`src/rtl/fp_operand_sequencer_if.sv`:
```
`default_nettype none
// ============================================================================
// Module   : fp_operand_sequencer_if
// Brief    : Command, FP-unit operand/result and response bundle for the
//            operand sequencer. rsp_nan exists only with FP_SEQ_NAN_FLAG_EN.
// Revision : 1.0 - initial release
// ============================================================================
interface fp_operand_sequencer_if;
    logic        cmd_valid;
    logic        cmd_ready;
    logic [31:0] cmd_a;
    logic [31:0] cmd_b;
    logic [31:0] cmd_c;

    logic        io_a_valid;
    logic        io_b_valid;
    logic        io_c_valid;
    logic [31:0] io_a_bits;
    logic [31:0] io_b_bits;
    logic [31:0] io_c_bits;

    logic        io_result_valid;
    logic [31:0] io_result_bits;

    logic        rsp_valid;
    logic        rsp_ready;
    logic [31:0] rsp_bits;
    logic        rsp_timeout;
`ifdef FP_SEQ_NAN_FLAG_EN
    logic        rsp_nan;
`endif

    // Environment side: command producer, FP unit and response consumer.
    modport master (
        output cmd_valid, cmd_a, cmd_b, cmd_c,
        output io_result_valid, io_result_bits,
        output rsp_ready,
        input  cmd_ready,
        input  io_a_valid, io_b_valid, io_c_valid,
        input  io_a_bits, io_b_bits, io_c_bits,
        input  rsp_valid, rsp_bits, rsp_timeout
`ifdef FP_SEQ_NAN_FLAG_EN
        , input rsp_nan
`endif
    );

    // Sequencer side.
    modport slave (
        input  cmd_valid, cmd_a, cmd_b, cmd_c,
        input  io_result_valid, io_result_bits,
        input  rsp_ready,
        output cmd_ready,
        output io_a_valid, io_b_valid, io_c_valid,
        output io_a_bits, io_b_bits, io_c_bits,
        output rsp_valid, rsp_bits, rsp_timeout
`ifdef FP_SEQ_NAN_FLAG_EN
        , output rsp_nan
`endif
    );
endinterface
`default_nettype wire

```
`src/rtl/fp_operand_sequencer.sv`:
```
`default_nettype none
// ============================================================================
// Module   : fp_operand_sequencer
// Brief    : Issues a latched operand triple to an FP unit one operand per
//            cycle, waits for the result with a timeout, and holds the
//            response until taken. Optional macro: FP_SEQ_NAN_FLAG_EN.
// Revision : 1.0 - initial release
// ============================================================================
module fp_operand_sequencer #(
    parameter int unsigned TIMEOUT_CYCLES = 64
) (
    input  wire logic            clock,
    input  wire logic            reset,
    fp_operand_sequencer_if.slave bus
);

    localparam logic [31:0] c_QNAN      = 32'h7FC0_0000;
    localparam logic [15:0] c_WAIT_LAST = 16'(TIMEOUT_CYCLES - 1);

    typedef enum logic [2:0] {
        S_IDLE    = 3'd0,
        S_ISSUE_A = 3'd1,
        S_ISSUE_B = 3'd2,
        S_ISSUE_C = 3'd3,
        S_WAIT    = 3'd4,
        S_RESP    = 3'd5
    } state_t;

    state_t      r_state;
    state_t      w_state_nxt;

    logic [31:0] r_a;
    logic [31:0] r_b;
    logic [31:0] r_c;
    logic [15:0] r_wait_cnt;
    logic [31:0] r_rsp_bits;
    logic        r_rsp_timeout;
    logic        r_rst_done;

    logic        w_accept;
    logic        w_take_result;
    logic        w_take_timeout;

    always_comb begin
        w_state_nxt    = r_state;
        w_accept       = 1'b0;
        w_take_result  = 1'b0;
        w_take_timeout = 1'b0;
        case (r_state)
            S_IDLE: begin
                if (bus.cmd_valid && r_rst_done) begin
                    w_accept    = 1'b1;
                    w_state_nxt = S_ISSUE_A;
                end
            end
            S_ISSUE_A: w_state_nxt = S_ISSUE_B;
            S_ISSUE_B: w_state_nxt = S_ISSUE_C;
            S_ISSUE_C: w_state_nxt = S_WAIT;
            S_WAIT: begin
                // A result arriving on the final WAIT cycle still wins.
                if (bus.io_result_valid) begin
                    w_take_result = 1'b1;
                    w_state_nxt   = S_RESP;
                end else if (r_wait_cnt == c_WAIT_LAST) begin
                    w_take_timeout = 1'b1;
                    w_state_nxt    = S_RESP;
                end
            end
            S_RESP: begin
                if (bus.rsp_ready) begin
                    w_state_nxt = S_IDLE;
                end
            end
            default: w_state_nxt = S_IDLE;
        endcase
    end

    always_ff @(posedge clock or negedge reset) begin
        if (!reset) begin
            r_state <= S_IDLE;
        end else begin
            r_state <= w_state_nxt;
        end
    end

    // Holds cmd_ready low until the first clock edge after reset release.
    always_ff @(posedge clock or negedge reset) begin
        if (!reset) begin
            r_rst_done <= 1'b0;
        end else begin
            r_rst_done <= 1'b1;
        end
    end

    always_ff @(posedge clock or negedge reset) begin
        if (!reset) begin
            r_a <= 32'h0;
            r_b <= 32'h0;
            r_c <= 32'h0;
        end else if (w_accept) begin
            r_a <= bus.cmd_a;
            r_b <= bus.cmd_b;
            r_c <= bus.cmd_c;
        end
    end

    always_ff @(posedge clock or negedge reset) begin
        if (!reset) begin
            r_wait_cnt <= 16'h0;
        end else if (r_state == S_ISSUE_C) begin
            r_wait_cnt <= 16'h0;
        end else if (r_state == S_WAIT) begin
            r_wait_cnt <= r_wait_cnt + 16'h1;
        end
    end

    always_ff @(posedge clock or negedge reset) begin
        if (!reset) begin
            r_rsp_bits    <= 32'h0;
            r_rsp_timeout <= 1'b0;
        end else if (w_take_result) begin
            r_rsp_bits    <= bus.io_result_bits;
            r_rsp_timeout <= 1'b0;
        end else if (w_take_timeout) begin
            r_rsp_bits    <= c_QNAN;
            r_rsp_timeout <= 1'b1;
        end
    end

    assign bus.cmd_ready   = (r_state == S_IDLE) && r_rst_done;
    assign bus.io_a_valid  = (r_state == S_ISSUE_A);
    assign bus.io_b_valid  = (r_state == S_ISSUE_B);
    assign bus.io_c_valid  = (r_state == S_ISSUE_C);
    assign bus.io_a_bits   = r_a;
    assign bus.io_b_bits   = r_b;
    assign bus.io_c_bits   = r_c;
    assign bus.rsp_valid   = (r_state == S_RESP);
    assign bus.rsp_bits    = r_rsp_bits;
    assign bus.rsp_timeout = r_rsp_timeout;

`ifdef FP_SEQ_NAN_FLAG_EN
    assign bus.rsp_nan = (r_state == S_RESP) && (&r_rsp_bits[30:23]) && (|r_rsp_bits[22:0]);
`endif

endmodule
`default_nettype wire

```
`src/flat_wrapper.sv`:
```
// flat-port wrapper written by rule: the top's interface ports become plain ports
module fp_operand_sequencer_flat 
#(
    parameter int unsigned TIMEOUT_CYCLES = 64
)
  (clock, reset, bus_cmd_valid, bus_cmd_a, bus_cmd_b, bus_cmd_c, bus_io_result_valid, bus_io_result_bits, bus_rsp_ready, bus_cmd_ready, bus_io_a_valid, bus_io_b_valid, bus_io_c_valid, bus_io_a_bits, bus_io_b_bits, bus_io_c_bits, bus_rsp_valid, bus_rsp_bits, bus_rsp_timeout);
  fp_operand_sequencer_if bus_i ();
  input  wire logic clock;
  input  wire logic reset;
  input wire logic [$bits(bus_i.cmd_valid)-1:0] bus_cmd_valid;
  input wire logic [$bits(bus_i.cmd_a)-1:0] bus_cmd_a;
  input wire logic [$bits(bus_i.cmd_b)-1:0] bus_cmd_b;
  input wire logic [$bits(bus_i.cmd_c)-1:0] bus_cmd_c;
  input wire logic [$bits(bus_i.io_result_valid)-1:0] bus_io_result_valid;
  input wire logic [$bits(bus_i.io_result_bits)-1:0] bus_io_result_bits;
  input wire logic [$bits(bus_i.rsp_ready)-1:0] bus_rsp_ready;
  output wire logic [$bits(bus_i.cmd_ready)-1:0] bus_cmd_ready;
  output wire logic [$bits(bus_i.io_a_valid)-1:0] bus_io_a_valid;
  output wire logic [$bits(bus_i.io_b_valid)-1:0] bus_io_b_valid;
  output wire logic [$bits(bus_i.io_c_valid)-1:0] bus_io_c_valid;
  output wire logic [$bits(bus_i.io_a_bits)-1:0] bus_io_a_bits;
  output wire logic [$bits(bus_i.io_b_bits)-1:0] bus_io_b_bits;
  output wire logic [$bits(bus_i.io_c_bits)-1:0] bus_io_c_bits;
  output wire logic [$bits(bus_i.rsp_valid)-1:0] bus_rsp_valid;
  output wire logic [$bits(bus_i.rsp_bits)-1:0] bus_rsp_bits;
  output wire logic [$bits(bus_i.rsp_timeout)-1:0] bus_rsp_timeout;
  assign bus_i.cmd_valid = bus_cmd_valid;
  assign bus_i.cmd_a = bus_cmd_a;
  assign bus_i.cmd_b = bus_cmd_b;
  assign bus_i.cmd_c = bus_cmd_c;
  assign bus_i.io_result_valid = bus_io_result_valid;
  assign bus_i.io_result_bits = bus_io_result_bits;
  assign bus_i.rsp_ready = bus_rsp_ready;
  assign bus_cmd_ready = bus_i.cmd_ready;
  assign bus_io_a_valid = bus_i.io_a_valid;
  assign bus_io_b_valid = bus_i.io_b_valid;
  assign bus_io_c_valid = bus_i.io_c_valid;
  assign bus_io_a_bits = bus_i.io_a_bits;
  assign bus_io_b_bits = bus_i.io_b_bits;
  assign bus_io_c_bits = bus_i.io_c_bits;
  assign bus_rsp_valid = bus_i.rsp_valid;
  assign bus_rsp_bits = bus_i.rsp_bits;
  assign bus_rsp_timeout = bus_i.rsp_timeout;
  fp_operand_sequencer #(.TIMEOUT_CYCLES(TIMEOUT_CYCLES)) u_core (.clock(clock), .reset(reset), .bus(bus_i));
endmodule
```
`config.mk`:
```
export PLATFORM = sky130hd
export DESIGN_NAME = fp_operand_sequencer_flat
export DESIGN_NICKNAME = d
export VERILOG_FILES = /design/src/rtl/fp_operand_sequencer_if.sv /design/src/rtl/fp_operand_sequencer.sv /design/src/flat_wrapper.sv
export SDC_FILE = /design/constraint.sdc
export NUM_CORES = 1
export LEC_CHECK = 0
export ABC_AREA = 1
export CAP_MARGIN = 25
export CELL_PAD_IN_SITES_DETAIL_PLACEMENT = 0
export CELL_PAD_IN_SITES_GLOBAL_PLACEMENT = 1
export CORE_MARGIN = 3
export CORE_UTILIZATION = 30
export DETAILED_ROUTE_END_ITERATION = 6
export GPL_ROUTABILITY_DRIVEN = 0
export PLACE_DENSITY = 0.9
export SETUP_SLACK_MARGIN = 0.15
export SYNTH_ARGS = -nofsm -noshare
export SYNTH_HDL_FRONTEND = slang
export SYNTH_SLANG_ARGS = --single-unit
```
`constraint.sdc`:
```
create_clock -name clock -period 1.6 [get_ports clock]
set_input_delay 0.4 -clock clock [delete_from_list [all_inputs] [get_ports clock]]
set_output_delay 0.4 -clock clock [all_outputs]
set_load 0.01 [all_outputs]
```
==> results of run 1 <==
[flip-flops by register name (all words and copies together) (netlist names)]
register and flops:
u_core.bus.io_b_bits 32, u_core.bus.rsp_bits 32, u_core.bus.io_c_bits 32, u_core.r_rst_done 1
u_core.r_state 3, u_core.bus.rsp_timeout 1, u_core.r_wait_cnt 16, u_core.bus.io_a_bits 32
[power groups by stage]
| stage | clock network (mW) | logic, mW | registers [mW] |
|---|---|---|---|
| final | 4.32 | 7.01 | 6.18 |
| after global routing | 4.59 | 7.76 | 6.39 |
| after CTS | 4.42 | 7.05 | 6.20 |
| after detailed placement | 0 | 7.53 | 6.28 |
| after global placement | 0 | 7.43 | 6.23 |
| after floorplan | 0 | 2.18 | 6.93 |
[cell families after synthesis]
family,count (synthesis),synth area share (%)
buffers and inverters,69,4.76
flip-flops,149,59.2
other,1,0.0595
AO/OA/AOI/OAI,117,9.31
adder cells (fa/ha/maj),1,0.198
AND/OR/NAND/NOR,408,26.5
[path summary, 6_finish.rpt]
path	start	to	slack [ns]
max in group asynchronous	reset	u_core.bus.rsp_bits[20]	0.57
min reg2reg	u_core.bus.io_a_bits[20]	u_core.bus.io_a_bits[20]	0.48
min in group clock	u_core.bus.io_a_bits[20]	u_core.bus.io_a_bits[20]	0.48
max reg2reg	u_core.r_state[0]	u_core.bus.rsp_bits[7]	-0.05
max	u_core.r_state[0]	bus_cmd_ready	-0.06
min	reset	u_core.r_wait_cnt[5]	0.46
[cells in the final DEF (no fill, tap or decap), drive strengths merged, types with 9 or more instances in the layout]
master and count:
inv 30, buf 209, clkdlybuf4s50 131, nand2 315, o21ai 108, nor2 33, clkbuf 31, dfrtp 149
or2 9, nand3 44
[per-layer routing]
metal	share of wire (%)	track usage, %
met1	40	21.6
met2	49	30.4
met3	9.2	7.09
met4	1.3	4.67
met5	0	0
[cell type report]
type | count | area share [%]
sequential | 149 | 35.6
timing repair buffer | 364 | 31.0
multi-input combinational | 527 | 23.1
clock buffer | 18 | 4.10
tap | 270 | 3.23
clock inverter | 13 | 1.90
inverter | 27 | 1.06
[critical path, stage by stage, from the launching register on]
cell and delay, ns:
dfrtp_2 0.44, nor2_4 0.12, nand2_2 0.07, nor2_2 0.07, buf_2 0.14
[timing repair]
| item | in CTS | in global routing |
|---|---|---|
| resized for setup | 518 | 83 |
| endpoints found under the hold margin | 27 | 0 |
| endpoints found under the setup margin | 274 | 208 |
| buffers inserted | 21 | 14 |
| hold buffers | 1 | 0 |
| cloned | 7 | 4 |
| pin swaps | 9 | 14 |
[per-stage QoR]
| stage | TNS, ns | setup slack, ns | power (mW) |
|---|---|---|---|
| 2_1_floorplan | 0 | 0.175 | 9.11 |
| 3_3_place_gp | -8.90 | -0.140 | 13.7 |
| 3_5_place_dp | -11.35 | -0.183 | 13.8 |
| 4_1_cts | -0.542 | -0.0913 | 17.7 |
| 5_1_grt | -4.17 | -0.129 | 18.7 |
| 6_report | -1.06 | -0.0632 | 17.5 |
==> results.sh, run 1 <==
export IMPL_status="finished with violations"
export IMPL_violations="setup timing"
export IMPL_die_y_um=151
export IMPL_clockBufferDepth=2
export IMPL_ir_drop_uv=674
export IMPL_ys_seq_area_share_pct=59.2
export IMPL_cp_end_kind="output pin"
export IMPL_grt_pass1_vias=6168
export IMPL_numCtsBuffers=17
export IMPL_fin_hold_ws_ns=0.457
export IMPL_hold_class="in2async"
export IMPL_yosysMostFrequentCell="nand2_1"
export IMPL_first_pass_iters=4
export IMPL_mappedNetlistNets=879
export IMPL_fin_util_pct=51.2
export IMPL_vias_per_cell=4.58
export IMPL_drv_slew=0
export IMPL_die_w_um=151
export IMPL_coreArea_um2=20400
export IMPL_crit_type="reg2out"
export IMPL_pwr_share_comb_pct=40.0
export IMPL_async_reset_ff_share_pct=100
export IMPL_p_sw_mw=6.31
export IMPL_period_minus_slack_ns=1.66
export IMPL_synth_warnings=0
export IMPL_ioPinCount=267
export IMPL_clock_root_buffer="clkbuf_16"
export IMPL_p_clk_share_pct=24.7
export IMPL_power_density_nw_per_um2=1670
export IMPL_power_frac_seq_pct=35.3
export IMPL_drc=0
export IMPL_critPathMaxFanout=5
export IMPL_seq_area_um2=3730
export IMPL_cap_violations=0
export IMPL_multiInputGateArea_um2=2420
export IMPL_fillers=1941
export IMPL_syn_cell_area_um2=6300
export IMPL_skew_ns=0.0123
export IMPL_yosys_top_cells_area="dfrtp_1 59%, nand2_1 19%, o21ai_0 8.3%"
export IMPL_cts_max_level=4
export IMPL_start_util_pct=30.8
export IMPL_fin_crit_sh_pct=104
export IMPL_drt_total_wl_um=21500
export IMPL_finalSetupViolCount=30
export IMPL_vias=6272
export IMPL_critPathRequiredTime_ns=1.20
export IMPL_critPathArrivalTime_ns=1.26
export IMPL_numPortBuffers=266
export IMPL_synth_cell_types=27
export IMPL_area_growth_pct=66.1
export IMPL_yosysTopAreaCell="dfrtp_1"
export IMPL_diodes=0
export IMPL_fin_nets=1220
export IMPL_synth_seq_cells=149
export IMPL_sw_frac_of_total_pct=36.0
export IMPL_cts_tree="built"
export IMPL_drive_above_1_share_pct=27.4
export IMPL_cts_sinks=149
export IMPL_final_hold_viol_count=0
export IMPL_r2r_cells=10
export IMPL_grt_overflow_total=0
export IMPL_cellLeakagePower_nw=5.31
export IMPL_critPathLaunchType="register"
export IMPL_drt_initial_drc_count=247
export IMPL_core_rowCount=52
export IMPL_antenna_found_initial=0
export IMPL_grt_use_total_pct=18.0
export IMPL_placedCellCount=1290
export IMPL_yosys_top_cells_count="313 x nand2_1, 149 x dfrtp_1, 105 x o21ai_0"
export IMPL_dpl_hpwl_um=13900
export IMPL_antenna_left=0
export IMPL_ys_flop_type="dfrtp_1"
export IMPL_die_area_um2=22800
export IMPL_synth_edf_count=0
export IMPL_placed_area_um2=9620
export IMPL_rsz0062_at_grt="true"
export IMPL_layout_setup_ws_ns=-0.0632
export IMPL_grt_max_degree=51
export IMPL_fin_cells=1368
export IMPL_synth_top_area_share_pct=59.2
export IMPL_synth_avg_cell_area_um2=8.46
export IMPL_final_cell_area_um2=10500
export IMPL_internal_power_mw=11.2
export IMPL_clkTransAtPathRegs_ns=0.06
export IMPL_netlist_instances=745
export IMPL_grt_pass1_wl_um=32200
export IMPL_clk_latency_ns=0.42
export IMPL_max_freq_mhz=601
export IMPL_wire_per_inst_um=15.7
Note: power is estimated with default switching activity, not from simulation.
==> inputs of run 2 (changes only) <==
- ABC_CLOCK_PERIOD_IN_PS: not set -> 1800
- clock period: 1.6 -> 1.8 ns (I/O delays scaled with it)
==> run 2 against run 1 <==
- worst hold slack gained 0.0097 ns
- cell area shrank 3.9%
- largest power group unchanged
- worst setup slack gained 0.11 ns
- clock power shrank 18%
- highest routed layer is now met5
- final cell count shrank 3.9%
- the run now ends clean
- first-iteration DRC count grew 30%
- non-clock buffer count shrank 56
- critical path type unchanged
==> results.sh, run 2 (synthesis gave the netlist of run 1 again) <==
export IMPL_status="finished, final reports clean"
export IMPL_first_pass_iters=4
export IMPL_start_util_pct=30.8
export IMPL_wire_per_inst_um=14.8
export IMPL_fin_cells=1314
export IMPL_cp_num_buf_inv=3
export IMPL_skew_ns=0.0114
export IMPL_vias=5884
export IMPL_finalSetupViolCount=0
export IMPL_vias_per_cell=4.48
export IMPL_clkTransAtPathRegs_ns=0.06
export IMPL_cpPeakStageDelay_ns=0.41
export IMPL_antenna_found_initial=1
export IMPL_crit_chain="buf_6, inv_4, nand2_4, nor2_4, buf_6"
export IMPL_finalSetupTns_ns=0
export IMPL_cp_num_cells=5
export IMPL_grt_overflow_total=0
export IMPL_hold_class="in2async"
export IMPL_fin_crit_sh_pct=97.6
export IMPL_power_density_nw_per_um2=1470
export IMPL_final_common_cell="nand2_1"
export IMPL_finalPower_mw=14.8
export IMPL_path_delay_family="flip-flops"
export IMPL_ioPinCount=267
export IMPL_coreArea_um2=20400
export IMPL_cts_max_level=4
export IMPL_area_growth_pct=59.7
export IMPL_clock_root_buffer="clkbuf_16"
export IMPL_grt_pass1_vias=5810
export IMPL_grt_max_degree=99
export IMPL_clockBufferDepth=2
export IMPL_fillers=2027
export IMPL_die_w_um=151
export IMPL_numCtsBuffers=17
export IMPL_cts_tree="built"
export IMPL_critPathSlowestCell="dfrtp_1"
export IMPL_critPathLaunchType="register"
export IMPL_die_y_um=151
export IMPL_critPathArrivalTime_ns=1.31
export IMPL_endpoint="bus_io_a_valid"
export IMPL_critPathRequiredTime_ns=1.35
export IMPL_reg2reg_from="u_core.r_state[0]"
export IMPL_rrSetupSlack_ns=0.20
export IMPL_r2r_cells=8
export IMPL_grt_pass1_wl_um=30200
export IMPL_multiInputGateArea_um2=2350
export IMPL_placedCellCount=1273
export IMPL_cellLeakagePower_nw=5.06
export IMPL_cp_startpoint="u_core.r_state[1]"
export IMPL_final_cell_mix="309 x nand2_1, 149 x dfrtp_1, 131 x clkdlybuf4s50_1"
export IMPL_grt_use_total_pct=16.8
export IMPL_antenna_left=0
export IMPL_r2r_end="u_core.bus.io_a_bits[26]"
export IMPL_final_hold_viol_count=0
export IMPL_seq_area_um2=3730
export IMPL_drc=0
export IMPL_cts_sinks=149
export IMPL_cap_violations=0
export IMPL_rsz0062_at_grt="true"
export IMPL_period_minus_slack_ns=1.76
export IMPL_cp_end_kind="output pin"
export IMPL_numPortBuffers=266
export IMPL_max_freq_mhz=569
export IMPL_ir_drop_uv=638
export IMPL_cpMostUsedCell="buf_6"
export IMPL_drive_above_1_share_pct=10.2
export IMPL_die_area_um2=22800
export IMPL_critPathMaxFanout=4
export IMPL_dpl_hpwl_um=13500
export IMPL_drt_initial_drc_count=322
export IMPL_core_rowCount=52
export IMPL_diodes=0
export IMPL_clk_latency_ns=0.42
export IMPL_crit_type="reg2out"
export IMPL_drv_slew=0
export IMPL_fin_nets=1165
export IMPL_drt_total_wl_um=19500
run 2: cell types whose count changed in the layout (fill, tap and decap cells not counted), sizes merged:
| cell | before | now |
|---|---|---|
| inv | 30 | 31 |
| buf | 209 | 47 |
| clkdlybuf4s15 | 7 | 0 |
| clkbuf | 31 | 19 |
| bufinv | 4 | 2 |
| clkinvlp | 2 | 6 |
| bufbuf | 3 | 0 |
| dlygate4sd2 | 0 | 129 |
| clkinv | 4 | 2 |
run 2: repair_timing:
action / in CTS / in global routing
hold buffers: 1 / 0
cloned: 1 / 1
setup buffers: 2 / 4
hold endpoints to repair: 18 / 0
gates resized for setup: 162 / 25
setup endpoints to repair: 232 / 139
pin swaps: 5 / 9
run 2: through the flow:
stage	setup slack [ns]	util (%)	instance area, um2	hold WS (ns)
after CTS	-0.0161	48.7	9940	0.462
after global routing	-0.0249	49.3	10100	0.482
after global placement	-0.216	46.2	9440	0.334
final	0.0437	49.3	10100	0.467
after floorplan	0.291	-	6300	0.154
after detailed placement	-0.182	46.2	9440	0.333
run 2: worst min-delay path by stage:
stage	start	to	slack (ns)	cells past startpoint
6_report	reset	u_core.bus.rsp_bits[29]	0.47	2
2_1_floorplan	reset	u_core.bus.io_a_bits[0]	0.15	0
3_3_place_gp	reset	u_core.r_wait_cnt[8]	0.33	1
3_5_place_dp	reset	u_core.r_wait_cnt[8]	0.33	1
5_1_grt	reset	u_core.bus.rsp_bits[29]	0.48	2
4_1_cts	reset	u_core.bus.rsp_bits[29]	0.46	2
run 2: where the power goes:
part	total (mW)	switching, mW	internal (mW)
Clock	3.56	1.50	2.06
Sequential	5.43	0.665	4.77
Combinational	5.83	3.20	2.63
Total	14.8	5.36	9.46
run 2: routing by layer:
layer  track usage [%]  wire length, um  part of all wire (%)  up-vias
met2              26.6             9240                    47      193
met4              5.03              299                   1.5        2
met5                 0               20                  0.10        -
met1              20.9             8160                    42     2727
met3              7.24             1730                   8.9       18
li1                  -                -                     -     2944
run 2: area by class of cell:
class                   instances  area share (%)
flip-flops and latches        149            37.1
repair buffers                308            29.4
multi-input cells             527            23.3
clock buffers                  19            4.30
well taps                     270            3.36
clock inverters                13            1.47
inverters                      27            1.07
repair inverters                1          0.0497
